==> config.mk <==
export PLATFORM = sky130hd
export DESIGN_NAME = alu_rs
export DESIGN_NICKNAME = d
export VERILOG_FILES = /design/src/rtl/alu_rs_pkg.sv /design/src/rtl/alu_rs_age_select.sv /design/src/rtl/alu_rs.sv
export SDC_FILE = /design/constraint.sdc
export NUM_CORES = 1
export LEC_CHECK = 0
export CELL_PAD_IN_SITES_DETAIL_PLACEMENT = 1
export CELL_PAD_IN_SITES_GLOBAL_PLACEMENT = 1
export CORE_ASPECT_RATIO = 1.25
export CORE_UTILIZATION = 26
export DETAILED_ROUTE_END_ITERATION = 10
export HOLD_SLACK_MARGIN = 0.1
export PLACE_DENSITY_LB_ADDON = 0.1
export SLEW_MARGIN = 40
export SYNTH_ARGS = -nofsm -noshare
export SYNTH_HDL_FRONTEND = slang
export SYNTH_HIERARCHICAL = 1
export SYNTH_SLANG_ARGS = --single-unit
==> constraint.sdc <==
create_clock -name i_clk -period 5.6 [get_ports i_clk]
set_clock_uncertainty 0.1 [all_clocks]
set_input_delay 1.4 -clock i_clk [delete_from_list [all_inputs] [get_ports i_clk]]
set_output_delay 1.4 -clock i_clk [all_outputs]
set_load 0.01 [all_outputs]
==> src/rtl/alu_rs_pkg.sv <==
// Shared constants and types for the ALU reservation station.
// Station depth and tag width defaults live here next to the datapath widths.
package alu_rs_pkg;

  localparam int RV32_DATA_WIDTH = 32;
  localparam int ALU_OP_W        = 4;
  localparam int RS_ALU_ENTRIES  = 4;
  localparam int RV32_TAG_WIDTH  = 6;

  typedef logic [RV32_DATA_WIDTH-1:0] data_t;

  typedef enum logic [ALU_OP_W-1:0] {
    ALU_ADD  = 4'd0,
    ALU_SUB  = 4'd1,
    ALU_AND  = 4'd2,
    ALU_OR   = 4'd3,
    ALU_XOR  = 4'd4,
    ALU_SLL  = 4'd5,
    ALU_SRL  = 4'd6,
    ALU_SRA  = 4'd7,
    ALU_SLT  = 4'd8,
    ALU_SLTU = 4'd9
  } alu_op_e;

endpackage

==> src/rtl/alu_rs_age_select.sv <==
// Age-matrix oldest-ready picker shared by issue stations.
// older[i][j] set means entry i was allocated before entry j.
module rs_age_select
  import alu_rs_pkg::*;
#(
  parameter int ENTRIES = RS_ALU_ENTRIES
) (
  input  logic               i_clk,
  input  logic               i_rst,
  input  logic [ENTRIES-1:0] i_ready,
  input  logic [ENTRIES-1:0] i_alloc,
  input  logic [ENTRIES-1:0] i_free,
  output logic [ENTRIES-1:0] o_oldest,
  output logic               o_found
);

  logic [ENTRIES-1:0] older [ENTRIES];
  logic [ENTRIES-1:0] blocked;

  always_ff @(posedge i_clk) begin
    for (int i = 0; i < ENTRIES; i++) begin
      if (i_rst) begin
        older[i] <= '0;
      end else begin
        for (int j = 0; j < ENTRIES; j++) begin
          if (i_alloc[i])
            older[i][j] <= 1'b0;
          else if (i_alloc[j])
            older[i][j] <= 1'b1;
          else if (i_free[j])
            older[i][j] <= 1'b0;
        end
      end
    end
  end

  always_comb begin
    blocked = '0;
    for (int i = 0; i < ENTRIES; i++)
      for (int j = 0; j < ENTRIES; j++)
        if (i_ready[j] && older[j][i])
          blocked[i] = 1'b1;
    o_oldest = i_ready & ~blocked;
    o_found  = |i_ready;
  end

endmodule

==> src/rtl/alu_rs.sv <==
// ALU reservation station: operand capture, CDB wakeup, oldest-first
// select into a single registered issue slot.
module alu_rs
  import alu_rs_pkg::*;
#(
  parameter int ENTRIES   = RS_ALU_ENTRIES,
  parameter int TAG_WIDTH = RV32_TAG_WIDTH
) (
  input  logic                 i_clk,
  input  logic                 i_rst,
  input  logic                 i_flush,
  input  logic                 i_dp_valid,
  output logic                 o_dp_ready,
  input  logic [ALU_OP_W-1:0]  i_dp_op,
  input  data_t                i_dp_src1,
  input  logic                 i_dp_src1_rdy,
  input  logic [TAG_WIDTH-1:0] i_dp_src1_tag,
  input  data_t                i_dp_src2,
  input  logic                 i_dp_src2_rdy,
  input  logic [TAG_WIDTH-1:0] i_dp_src2_tag,
  input  logic [TAG_WIDTH-1:0] i_dp_dst_tag,
  input  logic                 i_cdb_valid,
  input  logic [TAG_WIDTH-1:0] i_cdb_tag,
  input  data_t                i_cdb_data,
  output logic                 o_iss_valid,
  input  logic                 i_iss_ready,
  output logic [ALU_OP_W-1:0]  o_iss_op,
  output data_t                o_iss_src1,
  output data_t                o_iss_src2,
  output logic [TAG_WIDTH-1:0] o_iss_dst_tag
);

  localparam int CW = $clog2(ENTRIES) + 1;
  localparam logic [CW-1:0] FULL = CW'(ENTRIES);

  typedef struct packed {
    logic                 rdy;
    logic [TAG_WIDTH-1:0] tag;
    data_t                val;
  } opnd_t;

  typedef struct packed {
    logic                 valid;
    logic [ALU_OP_W-1:0]  op;
    opnd_t                src1;
    opnd_t                src2;
    logic [TAG_WIDTH-1:0] dst;
  } ent_t;

  function automatic opnd_t wake(
    input opnd_t                o,
    input logic                 v,
    input logic [TAG_WIDTH-1:0] t,
    input data_t                d
  );
    opnd_t r;
    r = o;
    if (v && !o.rdy && o.tag == t) begin
      r.rdy = 1'b1;
      r.val = d;
    end
    return r;
  endfunction

  ent_t                 ent [ENTRIES];
  ent_t                 new_ent;
  logic [CW-1:0]        cnt;
  logic [ENTRIES-1:0]   alloc;
  logic [ENTRIES-1:0]   rdy_vec;
  logic [ENTRIES-1:0]   sel;
  logic                 hit;
  logic                 found;
  logic                 dp_fire;
  logic                 slot_load;
  logic [ALU_OP_W-1:0]  sel_op;
  data_t                sel_v1;
  data_t                sel_v2;
  logic [TAG_WIDTH-1:0] sel_dst;

  assign o_dp_ready = (cnt < FULL);
  assign dp_fire    = i_dp_valid & o_dp_ready;
  assign slot_load  = found & (~o_iss_valid | i_iss_ready);

  // a dispatching operand can be satisfied by the same-cycle broadcast
  always_comb begin
    new_ent       = '0;
    new_ent.valid = 1'b1;
    new_ent.op    = i_dp_op;
    new_ent.dst   = i_dp_dst_tag;
    new_ent.src1  = wake({i_dp_src1_rdy, i_dp_src1_tag, i_dp_src1},
                         i_cdb_valid, i_cdb_tag, i_cdb_data);
    new_ent.src2  = wake({i_dp_src2_rdy, i_dp_src2_tag, i_dp_src2},
                         i_cdb_valid, i_cdb_tag, i_cdb_data);
  end

  always_comb begin
    alloc = '0;
    hit   = 1'b0;
    for (int i = 0; i < ENTRIES; i++) begin
      if (!ent[i].valid && !hit) begin
        alloc[i] = 1'b1;
        hit      = 1'b1;
      end
    end
  end

  always_comb begin
    for (int i = 0; i < ENTRIES; i++)
      rdy_vec[i] = ent[i].valid & ent[i].src1.rdy & ent[i].src2.rdy;
  end

  rs_age_select #(
    .ENTRIES (ENTRIES)
  ) u_age (
    .i_clk    (i_clk),
    .i_rst    (i_rst),
    .i_ready  (rdy_vec),
    .i_alloc  (alloc & {ENTRIES{dp_fire & ~i_flush}}),
    .i_free   (sel & {ENTRIES{slot_load}}),
    .o_oldest (sel),
    .o_found  (found)
  );

  always_comb begin
    sel_op  = '0;
    sel_v1  = '0;
    sel_v2  = '0;
    sel_dst = '0;
    for (int i = 0; i < ENTRIES; i++) begin
      if (sel[i]) begin
        sel_op  = ent[i].op;
        sel_v1  = ent[i].src1.val;
        sel_v2  = ent[i].src2.val;
        sel_dst = ent[i].dst;
      end
    end
  end

  always_ff @(posedge i_clk) begin
    for (int i = 0; i < ENTRIES; i++) begin
      if (i_rst || i_flush) begin
        ent[i].valid <= 1'b0;
      end else if (dp_fire && alloc[i]) begin
        ent[i] <= new_ent;
      end else begin
        if (slot_load && sel[i])
          ent[i].valid <= 1'b0;
        ent[i].src1 <= wake(ent[i].src1, i_cdb_valid,
                            i_cdb_tag, i_cdb_data);
        ent[i].src2 <= wake(ent[i].src2, i_cdb_valid,
                            i_cdb_tag, i_cdb_data);
      end
    end
  end

  always_ff @(posedge i_clk) begin
    if (i_rst || i_flush) begin
      o_iss_valid   <= 1'b0;
      o_iss_op      <= '0;
      o_iss_src1    <= '0;
      o_iss_src2    <= '0;
      o_iss_dst_tag <= '0;
    end else if (slot_load) begin
      o_iss_valid   <= 1'b1;
      o_iss_op      <= sel_op;
      o_iss_src1    <= sel_v1;
      o_iss_src2    <= sel_v2;
      o_iss_dst_tag <= sel_dst;
    end else if (i_iss_ready) begin
      o_iss_valid   <= 1'b0;
    end
  end

  always_ff @(posedge i_clk) begin
    if (i_rst || i_flush)
      cnt <= '0;
    else
      cnt <= cnt + CW'(dp_fire) - CW'(slot_load);
  end

  always_ff @(posedge i_clk) begin
    if (!i_rst) begin
      assert (cnt <= FULL);
      assert (!(slot_load && cnt == '0));
    end
  end

endmodule

After elaboration in Yosys (flattened, before gate mapping) --
Memories as Yosys holds them, arrays and structs flattened. Cells that the tools add are included.
Word-level totals: bits in latches 0, output and inout bits 76, memories kept 2, bits in registers 78, memory bits (writable) 372, bits of input ports 132, bits in read-only memories 0
Cells by class: equal/unequal tests 10, bitwise logic cells 78, add/sub/neg operators 2, multiplexer cells 296, divide/modulo/power cells 0, $mul 0, shifts and indexed selects 0, magnitude comparators 1, reductions and logical operators 65
Memories:
- ent | depth 4, bits a word 89, read ports 4, clocked after memory_dff 0, write ports 4, line alu_rs.sv:65 | ent_t ent [ENTRIES];
- u_age.older | depth 4, bits a word 4, read ports 4, clocked after memory_dff 0, write ports 4, line alu_rs_age_select.sv:17 | logic [ENTRIES-1:0] older [ENTRIES];
Operators with widths (number):
- 2-to-1 mux 32 bit | 34
- 2-to-1 mux 39 bit | 8
- 2-to-1 mux 1 bit | 246
- bitwise OR 1 bit | 61
- == test 6 bit | 10
- logical AND 1 bit | 47
- 2-to-1 mux 6 bit | 4
- 2-to-1 mux 4 bit | 4
- zero test 1 bit | 15
- bitwise AND 4 bit | 3
- bitwise AND 1 bit | 11
- inverter 4 bit | 1
- OR reduction 4 bit | 1
- adder 3 x 1 -> 3 bit | 1
- less-than comparator 3 bit, second input constant | 1
- subtractor 3 x 1 -> 3 bit | 1
- inverter 1 bit | 2
- nonzero test 2 bit | 1
- logical OR 1 bit | 1

Longest topological paths before layout --
Gate-level depths: netlist of the first run. An unclocked memory read counts as a cell.
depth after elaboration 17, gate-level depth with buffers 13, gate-level depth less buffers 11

Modules after synthesis --
Netlist of the first run, hierarchy kept.
Modules (own cells, without submodules):
- alu_rs | times used 1, cells an instance 1430, area each 19616.3 um^2, seq. area each 12251.8 um^2
- rs_age_select | times used 1, cells an instance 60, area each 619.3 um^2, seq. area each 360.3 um^2

Worst setup path before layout of the first run --
OpenSTA, ideal clock, no wires.
path type input to register, from in i_cdb_tag[3], to mem ent[0][10] (netlist name) (enable), setup time 432 ps, cell stages on the path 5, path slack 1282 ps, arrival time 3786 ps, cells stage by stage buf_2 -> xor2_1 -> nor4_1 -> nand4_1 -> a21oi_1
RTL lines:
- from (decl) | line alu_rs.sv:23 | input logic [TAG_WIDTH-1:0] i_cdb_tag,
- to (decl) | line alu_rs.sv:65

==> results of run 1 <==
[worst min-delay path by stage]
stage	from	to	slack (ns)	cells past startpoint
3_5_place_dp	ent[3][67]	o_iss_src1[22]	0.43	2
5_1_grt	ent[3][75]	o_iss_src1[30]	0.46	2
2_1_floorplan	ent[3][75]	o_iss_src1[30]	0.41	2
4_1_cts	ent[3][66]	o_iss_src1[21]	0.43	2
3_3_place_gp	ent[3][75]	o_iss_src1[30]	0.42	2
6_report	ent[3][66]	o_iss_src1[21]	0.44	2
[per-stage QoR]
stage          utilization, %  instance area, um^2  cells  setup WS, ns  total power (W)
4_1_cts                 32.95                25420   2768         1.555         0.007919
6_report                32.95                25430   2769         1.552         0.007774
5_1_grt                 32.95                25420   2768         1.437         0.008072
3_3_place_gp            30.71                23700   2669        0.9999         0.004539
3_5_place_dp            30.85                23810   2673        0.9333         0.004555
2_1_floorplan               -                20240   1490         1.282         0.004171
[report_power, final]
group          internal, W  switching, W
combinational     0.000352      0.000408
sequential         0.00368     0.0000299
clock              0.00191       0.00139
total              0.00594       0.00183
[cell families (layout without fill, tap and decap cells)]
| logic type | after synthesis | count (layout) |
|---|---|---|
| flops | 446 | 446 |
| compound gates | 327 | 327 |
| mux | 256 | 256 |
| simple gates | 198 | 198 |
| buf+inv | 198 | 432 |
| xor+xnor | 62 | 62 |
| fa+ha+maj | 3 | 3 |
| other cells | 0 | 1 |
[flip-flops by register name, indices dropped and copies added (netlist names)]
name and cells:
u_age/older 12, o_iss_src1 32, cnt 3, o_iss_valid 1, ent 356, o_iss_op 4
o_iss_src2 32, o_iss_dst_tag 6
[synthesized netlist by cell type, types with 10 or more instances]
cell | n | area share [%]
a211o_1 | 74 | 3.2
edfxtp_1 | 368 | 55
dfxtp_1 | 78 | 7.7
and3_1 | 15 | 0.46
nand2b_1 | 10 | 0.31
clkbuf_1 | 67 | 1.2
mux2_1 | 77 | 4.3
xnor2_1 | 24 | 1.0
inv_1 | 88 | 1.6
buf_2 | 17 | 0.42
nand2_1 | 90 | 1.7
a31oi_1 | 75 | 2.3
a21oi_1 | 10 | 0.25
xor2_1 | 38 | 1.6
nor2_1 | 35 | 0.65
mux2_2 | 179 | 10
buf_1 | 10 | 0.19
a221oi_1 | 74 | 3.2
buf_4 | 15 | 0.56
o21ai_0 | 74 | 1.8
[per-layer routing]
metal	wire length, um	GRT usage (%)
met4	1462	4.462
met2	34050	29.95
met5	50	0
met3	2735	3.080
met1	29360	21.34
[worst reg2reg max path, stage by stage (launching register included)]
cell and delay (ns):
edfxtp_1 0.42, inv_1 0.12, nor3_1 0.06, buf_4 0.17, or4_1 0.58, and2_4 0.33
ha_1 0.34, inv_1 0.04, ha_1 0.18, fa_1 0.41, xnor2_1 0.19, xnor2_1 0.16
nor2_1 0.05
[final cells by class]
type / instances / area [um^2] / area share (%)
antenna: 1 / 2.502 / 0.009842
clock buffer: 85 / 1546 / 6.082
clock inverter: 10 / 67.56 / 0.2657
inverter: 88 / 332.8 / 1.309
multi-input combinational: 846 / 6999 / 27.53
sequential: 446 / 12610 / 49.60
tap: 1044 / 1306 / 5.138
timing repair buffer: 249 / 2559 / 10.06
==> metrics.cfg, run 1 <==
[placement]
hpwl_mm = 41.77
port_buffers = 207
place.gp.congestion = 0.7159

[clock_tree]
cts_tree = done
cts_buffers = 52
cts_setup_buffers = 0
clock_latency_ns = 0.60
clk_pin_slew_ns = 0.06
clock-sinks = 446
htree_levels = 2
ctsHoldBuffers = 0
root_buffer = clkbuf_16
cts_resized = 0
clock_path_buffers = 3

[yosys]
yosysSeqAreaShare_pct = 62.33
yosys.area_share.simple_pct = 4.810
synth_seq_cells = 446
synth_fa_ha_area_share_pct = 0.2226
synth-edff-count = 368
synthMuxAreaShare_pct = 14.25
synth_top_family_by_area = multiplexers
synth_xor_area_share_pct = 2.683
netlist_area_mm2 = 0.02024
yosys_warnings = 6
synth.avg_cell_area_um2 = 13.58
synth_ff_type = edfxtp_1
synth_compound_area_share_pct = 11.62
yosys.cell_types.count = 42
netlist_instances = 1490
synthArstFlopShare_pct = 0
synth_nets = 1625

[timing]
totalNegativeSetupSlack_ns = 0
maxSlewHeadroom_pct = 43.81
clock.fmax_mhz = 247.1
finalCriticalPeriod_ns = 4.048
setup_viol = 0
final-hold-violation-count = 0
period_share_pct = 72.28
rsz0062_at_grt = false
slew_violations = 0
hold_slack_ns = 0.4373
worst_pin_slew_ns = 0.8429

[floorplanning]
die_area_mm2 = 0.07896
rows = 114
die_h_um = 313.9
num_io_pins = 208
start_util_pct = 26.22
core_area_mm2 = 0.07717
die_w_um = 251.5

[final_layout]
final_common_cell = edfxtp_1
nets = 1818
drive_gt1_share_pct = 18.62
area_growth_pct = 25.65
final_cell_mix = edfxtp_1, clkdlybuf4s50_1, mux2_2
fill_cells = 8149

[setup_path]
criticalPathCategory = input port to flip-flop
crit_cells = 7
critPathCaptureType = flip-flop
crit_fanout = 21
r2r_end = cnt[2]
crit_required_ns = 5.84
reg2regPathDepth = 12
worstSetupStartpointType = input port
path_buf_inv = 3
ff2ff_setup_slack_ns = 2.30
max_stage_delay_ns = 0.74
cpMaxStageDelayCell = or2_2
critPathLaunch = i_rst
crit_arrival_ns = 4.28
r2r_start = ent[2][88]
critPathCapture = ent[0][66]
critPathTopFamily = simple AND/OR/NAND/NOR gates
crit_chain = clkdlybuf4s50_1, or2_2, inv_4, and2_0, a21oi_4, buf_4, mux2_2

[detailed_routing]
drt-initial-drc-count = 725
routed_wl_mm = 67.66
via_per_inst = 4.831
first_pass_iters = 5
wire_per_inst_um = 24.44
via_count = 13380
antenna_left = 0
drc = 0

[pwr]
powerDensity_mw_per_mm2 = 305.8
max-vdd-ir-drop_v = 0.0002047
cellLeakagePower_nw = 8.299

[run_status]
outcome = finished clean

[run]
drv_cap = 0

[global_route]
antenna_found_initial = 4
grt.total_usage_pct = 17.04
grt_pass1_vias = 14240
grt_max_degree = 69
grt.overflow.total = 0
grt_pass1_wl_mm = 98.32

[hold_path]
hp-class = flip-flop to flip-flop

Power figures use the tool's default switching activity.
==> inputs of run 2 (changes only) <==
==> constraint.sdc (replaced) <==
create_clock -name i_clk -period 3.9 [get_ports i_clk]
set_clock_uncertainty 0.1 [all_clocks]
set_input_delay 0.975 -clock i_clk [delete_from_list [all_inputs] [get_ports i_clk]]
set_output_delay 0.975 -clock i_clk [all_outputs]
set_load 0.01 [all_outputs]
==> metrics.cfg, run 2 (synthesis gave the netlist of run 1 again) <==
[detailed_routing]
routed_wl_mm = 67.52  ; -0.20%
via_count = 13480  ; +0.75%
drc = 0  ; unchanged
antenna_left = 0  ; unchanged
first_pass_iters = 4  ; -1
via_per_inst = 4.808  ; -0.47%
drt-initial-drc-count = 516  ; -29%
wire_per_inst_um = 24.09  ; -1.4%

[floorplanning]
die_area_mm2 = 0.07896  ; unchanged
start_util_pct = 26.22  ; unchanged
rows = 114  ; unchanged
core_area_mm2 = 0.07717  ; unchanged
num_io_pins = 208  ; unchanged
die_w_um = 251.5  ; unchanged
die_h_um = 313.9  ; unchanged

[timing]
setup_viol = 0  ; unchanged
maxSlewHeadroom_pct = 41.71  ; -2.1 points
rsz0062_at_grt = false
slew_violations = 0  ; unchanged
hold_slack_ns = 0.4359  ; -0.001416 ns
period_share_pct = 81.47
finalCriticalPeriod_ns = 3.177
clock.fmax_mhz = 314.7
worst_pin_slew_ns = 0.8677  ; +0.02476 ns
totalNegativeSetupSlack_ns = 0  ; unchanged
final-hold-violation-count = 0  ; unchanged

[global_route]
grt_pass1_wl_mm = 97.86  ; -0.47%
grt.overflow.total = 0  ; unchanged
antenna_found_initial = 8  ; +4
grt_pass1_vias = 14280  ; +0.26%
grt_max_degree = 149  ; +120%
grt.total_usage_pct = 16.91  ; -0.13 points

[clock_tree]
cts_tree = done
clock_path_buffers = 3  ; unchanged
cts_setup_buffers = 0  ; unchanged
cts_buffers = 52  ; unchanged
ctsHoldBuffers = 0  ; unchanged
clock-sinks = 446  ; unchanged
htree_levels = 2  ; unchanged
root_buffer = clkbuf_16
clock_latency_ns = 0.59  ; about the same
cts_resized = 0  ; unchanged
clk_pin_slew_ns = 0.06  ; about the same

[setup_path]
r2r_end = cnt[2]
criticalPathCategory = flip-flop to flip-flop
r2r_start = ent[0][44]
critPathCaptureType = flip-flop
critPathCapture = cnt[2]
ff2ff_setup_slack_ns = 0.72  ; -1.58 ns
crit_required_ns = 4.27  ; -1.57 ns
crit_chain = and3_1, or4_1, and2_4, ha_1, inv_1, ha_1, fa_1, xnor2_1, xnor2_1, nor2_1
critPathLaunch = ent[0][44]
worstSetupStartpointType = flip-flop
cpMaxStageDelayCell = or4_1
max_stage_delay_ns = 0.71  ; -0.03 ns
reg2regPathDepth = 10  ; -2
crit_fanout = 6  ; -71%
crit_arrival_ns = 3.55  ; -0.73 ns

[placement]
place.gp.congestion = 0.7348  ; +2.6%
dp.cells = 2703  ; +1.1%
hpwl_mm = 42.93  ; +2.8%
port_buffers = 207  ; unchanged

[pwr]
max-vdd-ir-drop_v = 0.0003084  ; +51%
p_total_w = 0.01156  ; +49%
powerDensity_mw_per_mm2 = 444.1  ; +45%
cellLeakagePower_nw = 8.602  ; +3.6%

[final_layout]
fill_cells = 8014  ; -1.7%
reg_top3 = ent: 356 flops, o_iss_src1: 32 flops, o_iss_src2: 32 flops
instances_no_fill = 2803  ; +1.2%
nets = 1848  ; +1.7%
final_cell_mix = edfxtp_1, clkdlybuf4s50_1, mux2_2
top_register = ent
fin_util_pct = 33.73  ; +0.78 points
drive_gt1_share_pct = 20.56  ; +1.9 points
area_growth_pct = 28.61
final_common_cell = edfxtp_1
largest_reg_flops = 356  ; unchanged

[run_status]
outcome = finished clean

[run]
drv_cap = 0  ; unchanged

[hold_path]
hp-class = flip-flop to flip-flop

==> run 2: cell type report <==
cell class	instances	area [um^2]	share of cell area [%]
Sequential cell	446	12610	48.46
Multi-Input combinational cell	846	6988	26.85
Timing Repair Buffer	279	3013	11.58
Clock buffer	68	1443	5.543
Tap cell	1044	1306	5.019
Inverter	88	332.8	1.279
Clock inverter	29	322.8	1.240
Antenna cell	3	7.507	0.02885
==> run 2: critical path, delay by kind of cell, from the launching register on <==
| family | cells | cell delay, ns |
|---|---|---|
| and+or+nand+nor | 4 | 1.29 |
| adders and majority gates | 3 | 0.87 |
| DFF | 1 | 0.42 |
| xor gates and xnor gates | 2 | 0.33 |
| buffers and inverters | 1 | 0.04 |
==> run 2: layer usage <==
| layer | vias to the layer above | track usage [%] | part of all wire (%) |
|---|---|---|---|
| met4 | 10 | 4.961 | 2.3 |
| met3 | 87 | 3.022 | 3.9 |
| met2 | 235 | 29.28 | 50 |
| met5 | - | 0 | 0.10 |
| li1 | 6178 | - | - |
| met1 | 6966 | 21.38 | 44 |
==> run 2: where the power goes <==
| group | total [W] | switching [W] | internal (W) |
|---|---|---|---|
| combinational | 0.00114 | 0.000595 | 0.000542 |
| sequential | 0.00532 | 0.0000437 | 0.00528 |
| clock | 0.00510 | 0.00203 | 0.00306 |
==> run 2: worst min path at each step <==
| stage | start | endpoint | depth (start not counted) |
|---|---|---|---|
| 2_1_floorplan | ent[3][75] | o_iss_src1[30] | 2 |
| 3_3_place_gp | ent[3][36] | o_iss_src2[30] | 2 |
| 3_5_place_dp | ent[3][75] | o_iss_src1[30] | 2 |
| 4_1_cts | ent[3][75] | o_iss_src1[30] | 2 |
| 5_1_grt | ent[3][49] | o_iss_src1[4] | 2 |
| 6_report | ent[3][75] | o_iss_src1[30] | 2 |
==> run 2: metrics by stage <==
stage	setup slack [ns]	area [um^2]
2_1_floorplan	0.007020	20240
3_3_place_gp	0.2290	24250
3_5_place_dp	0.2294	24250
4_1_cts	0.6923	26020
5_1_grt	0.5538	26030
6_report	0.7226	26030
==> inputs of run 3 (changes only) <==
==> constraint.sdc (replaced) <==
create_clock -name i_clk -period 2.9 [get_ports i_clk]
set_clock_uncertainty 0.1 [all_clocks]
set_input_delay 0.725 -clock i_clk [delete_from_list [all_inputs] [get_ports i_clk]]
set_output_delay 0.725 -clock i_clk [all_outputs]
set_load 0.01 [all_outputs]
==> metrics.cfg, run 3 (synthesis gave the netlist of run 1 again) <==
[placement]
hpwl_mm = 45.59  ; +6.2%
port_buffers = 207  ; unchanged
pre_cts_slack_ns = -0.4335  ; -0.6629 ns
place.gp.congestion = 0.7208  ; -1.9%
dp.cells = 2770  ; +2.5%

[clock_tree]
clock-sinks = 446  ; unchanged
clock_path_buffers = 3  ; unchanged
cts_buffers = 52  ; unchanged
clk_pin_slew_ns = 0.06  ; about the same
cts_tree = done
root_buffer = clkbuf_16
htree_levels = 2  ; unchanged
cts_resized = 0  ; unchanged
clock_latency_ns = 0.60  ; about the same

[setup_path]
critPathTopFamily = simple AND/OR/NAND/NOR gates
crit_required_ns = 3.25  ; -1.02 ns
path_common_cell = ha_4
critPathCaptureType = flip-flop
reg2regPathDepth = 10  ; unchanged
r2r_end = cnt[2]
path_buf_inv = 1  ; unchanged
r2r_start = ent[0][88]
max_stage_delay_ns = 0.58  ; -0.13 ns
criticalPathCategory = flip-flop to flip-flop
crit_fanout = 6  ; unchanged
crit_chain = and3_4, or4_4, and2_4, ha_4, inv_2, ha_4, fa_2, xnor2_2, xnor2_1, nor2_1
crit_arrival_ns = 3.12  ; -0.43 ns
worstSetupStartpointType = flip-flop
cpMaxStageDelayCell = or4_4
ff2ff_setup_slack_ns = 0.14  ; -0.58 ns

[hold_path]
hold_path_end = o_iss_src2[9]
min_path_cells = 2  ; unchanged
min_from = ent[3][15]
hp-class = flip-flop to flip-flop

[timing]
clock.fmax_mhz = 362.2  ; +15%
finalCriticalPeriod_ns = 2.761  ; -0.4163 ns
final-hold-violation-count = 0  ; unchanged
maxSlewHeadroom_pct = 61.76  ; +20 points
setup_viol = 0  ; unchanged
hold_slack_ns = 0.4387  ; +0.002881 ns
worst_pin_slew_ns = 0.5736  ; -0.2941 ns
setup_ws_ns = 0.1389  ; -0.5837 ns
period_share_pct = 95.21  ; +14 points
slew_violations = 0  ; unchanged
rsz0062_at_grt = false

[final_layout]
final_common_cell = edfxtp_1
instances_no_fill = 2870  ; +2.4%
reg_top3 = ent: 356 flops, o_iss_src1: 32 flops, o_iss_src2: 32 flops
largest_reg_flops = 356  ; unchanged
drive_gt1_share_pct = 24.04  ; +3.5 points
final_cell_mix = edfxtp_1, clkdlybuf4s50_1, mux2_2
antenna-diode-count = 0  ; -3
top_register = ent
fill_cells = 8074  ; +0.75%
area_growth_pct = 32.69
fin_util_pct = 34.80  ; +1.1 points
nets = 1917  ; +3.7%

[floorplanning]
num_io_pins = 208  ; unchanged
die_w_um = 251.5  ; unchanged
die_h_um = 313.9  ; unchanged
rows = 114  ; unchanged
die_area_mm2 = 0.07896  ; unchanged
core_area_mm2 = 0.07717  ; unchanged
start_util_pct = 26.22  ; unchanged

[detailed_routing]
drt-initial-drc-count = 645  ; +25%
routed_wl_mm = 68.62  ; +1.6%
via_per_inst = 4.771  ; -0.76%
antenna_left = 0  ; unchanged
drc = 0  ; unchanged
wire_per_inst_um = 23.91  ; -0.75%
via_count = 13690  ; +1.6%
first_pass_iters = 5  ; +1

[global_route]
grt_pass1_vias = 14900  ; +4.4%
grt.overflow.total = 0  ; unchanged
antenna_found_initial = 4  ; -4
grt.total_usage_pct = 17.33  ; +0.42 points
grt_max_degree = 66  ; -56%
grt_pass1_wl_mm = 101.0  ; +3.3%

[pwr]
cellLeakagePower_nw = 9.008  ; +4.7%
max-vdd-ir-drop_v = 0.0004403  ; +43%
powerDensity_mw_per_mm2 = 577.3  ; +30%

[run]
drv_cap = 0  ; unchanged

[run_status]
outcome = finished clean

run 3: changes by cell type in the layout (fill, tap and decap cells not counted), sizes merged:
cell / previous run / this run
clkinv: 19 / 14
inv: 91 / 87
bufinv: 7 / 4
diode: 3 / 0
clkinvlp: 0 / 4
clkbuf: 68 / 77
buf: 72 / 141
run 3: layout make-up:
| class | instances | area (um^2) | share of cell area, % |
|---|---|---|---|
| well taps | 1044 | 1306 | 4.865 |
| flip-flops and latches | 446 | 12610 | 46.97 |
| repair buffers | 348 | 3844 | 14.31 |
| inverters | 88 | 331.6 | 1.235 |
| clock inverters | 21 | 222.7 | 0.8295 |
| multi-input cells | 846 | 7017 | 26.13 |
| clock buffers | 77 | 1518 | 5.652 |
run 3: timing repair:
action | in CTS | in global routing
endpoints found under the setup margin | 0 | 1
buffers inserted | 0 | 2
hold buffers | 0 | 0
run 3: layer usage:
metal | wire length, um | vias up | global-route usage, % | share of wire [%]
met5 | 33 | - | 0 | 0.048
met4 | 1055 | 6 | 3.409 | 1.5
met3 | 2680 | 68 | 2.865 | 3.9
met2 | 35290 | 255 | 31.26 | 51
met1 | 29560 | 7074 | 21.64 | 43
li1 | - | 6290 | - | -
run 3: where the power goes:
part           internal (W)  leakage, nW  switching, W  total, W
combinational      0.000823         4.18      0.000831   0.00165
clock               0.00397        0.845       0.00271   0.00669
sequential          0.00710         3.99     0.0000555   0.00716
run 3: worst max-delay path by stage:
stage | startpoint | end | slack (ns) | cells after the start
3_5_place_dp | i_dp_src1_tag[3] | ent[2][59] | -0.43 | 7
6_report | ent[0][88] | cnt[2] | 0.14 | 10
5_1_grt | ent[0][83] | cnt[2] | 0.0006 | 10
2_1_floorplan | i_flush | ent[3][0] | -0.04 | 4
4_1_cts | ent[1][44] | cnt[2] | 0.12 | 10
3_3_place_gp | i_cdb_tag[0] | ent[0][17] | -0.44 | 8
run 3: tightest hold or removal path, cell delays in order (launching register included):
cell	delay (ns)
edfxtp_1	0.35
nand2_1	0.07
a31oi_1	0.07
run 3: per-stage QoR:
stage | power [W] | TNS [ns] | instance area (um^2)
floorplan | 0.008073 | -2.669 | 20340
global placement | 0.008947 | -151.35 | 25100
detailed placement | 0.008977 | -153.48 | 25100
CTS | 0.01577 | 0 | 26840
global route | 0.01609 | 0 | 26850
finish | 0.01550 | 0 | 26850
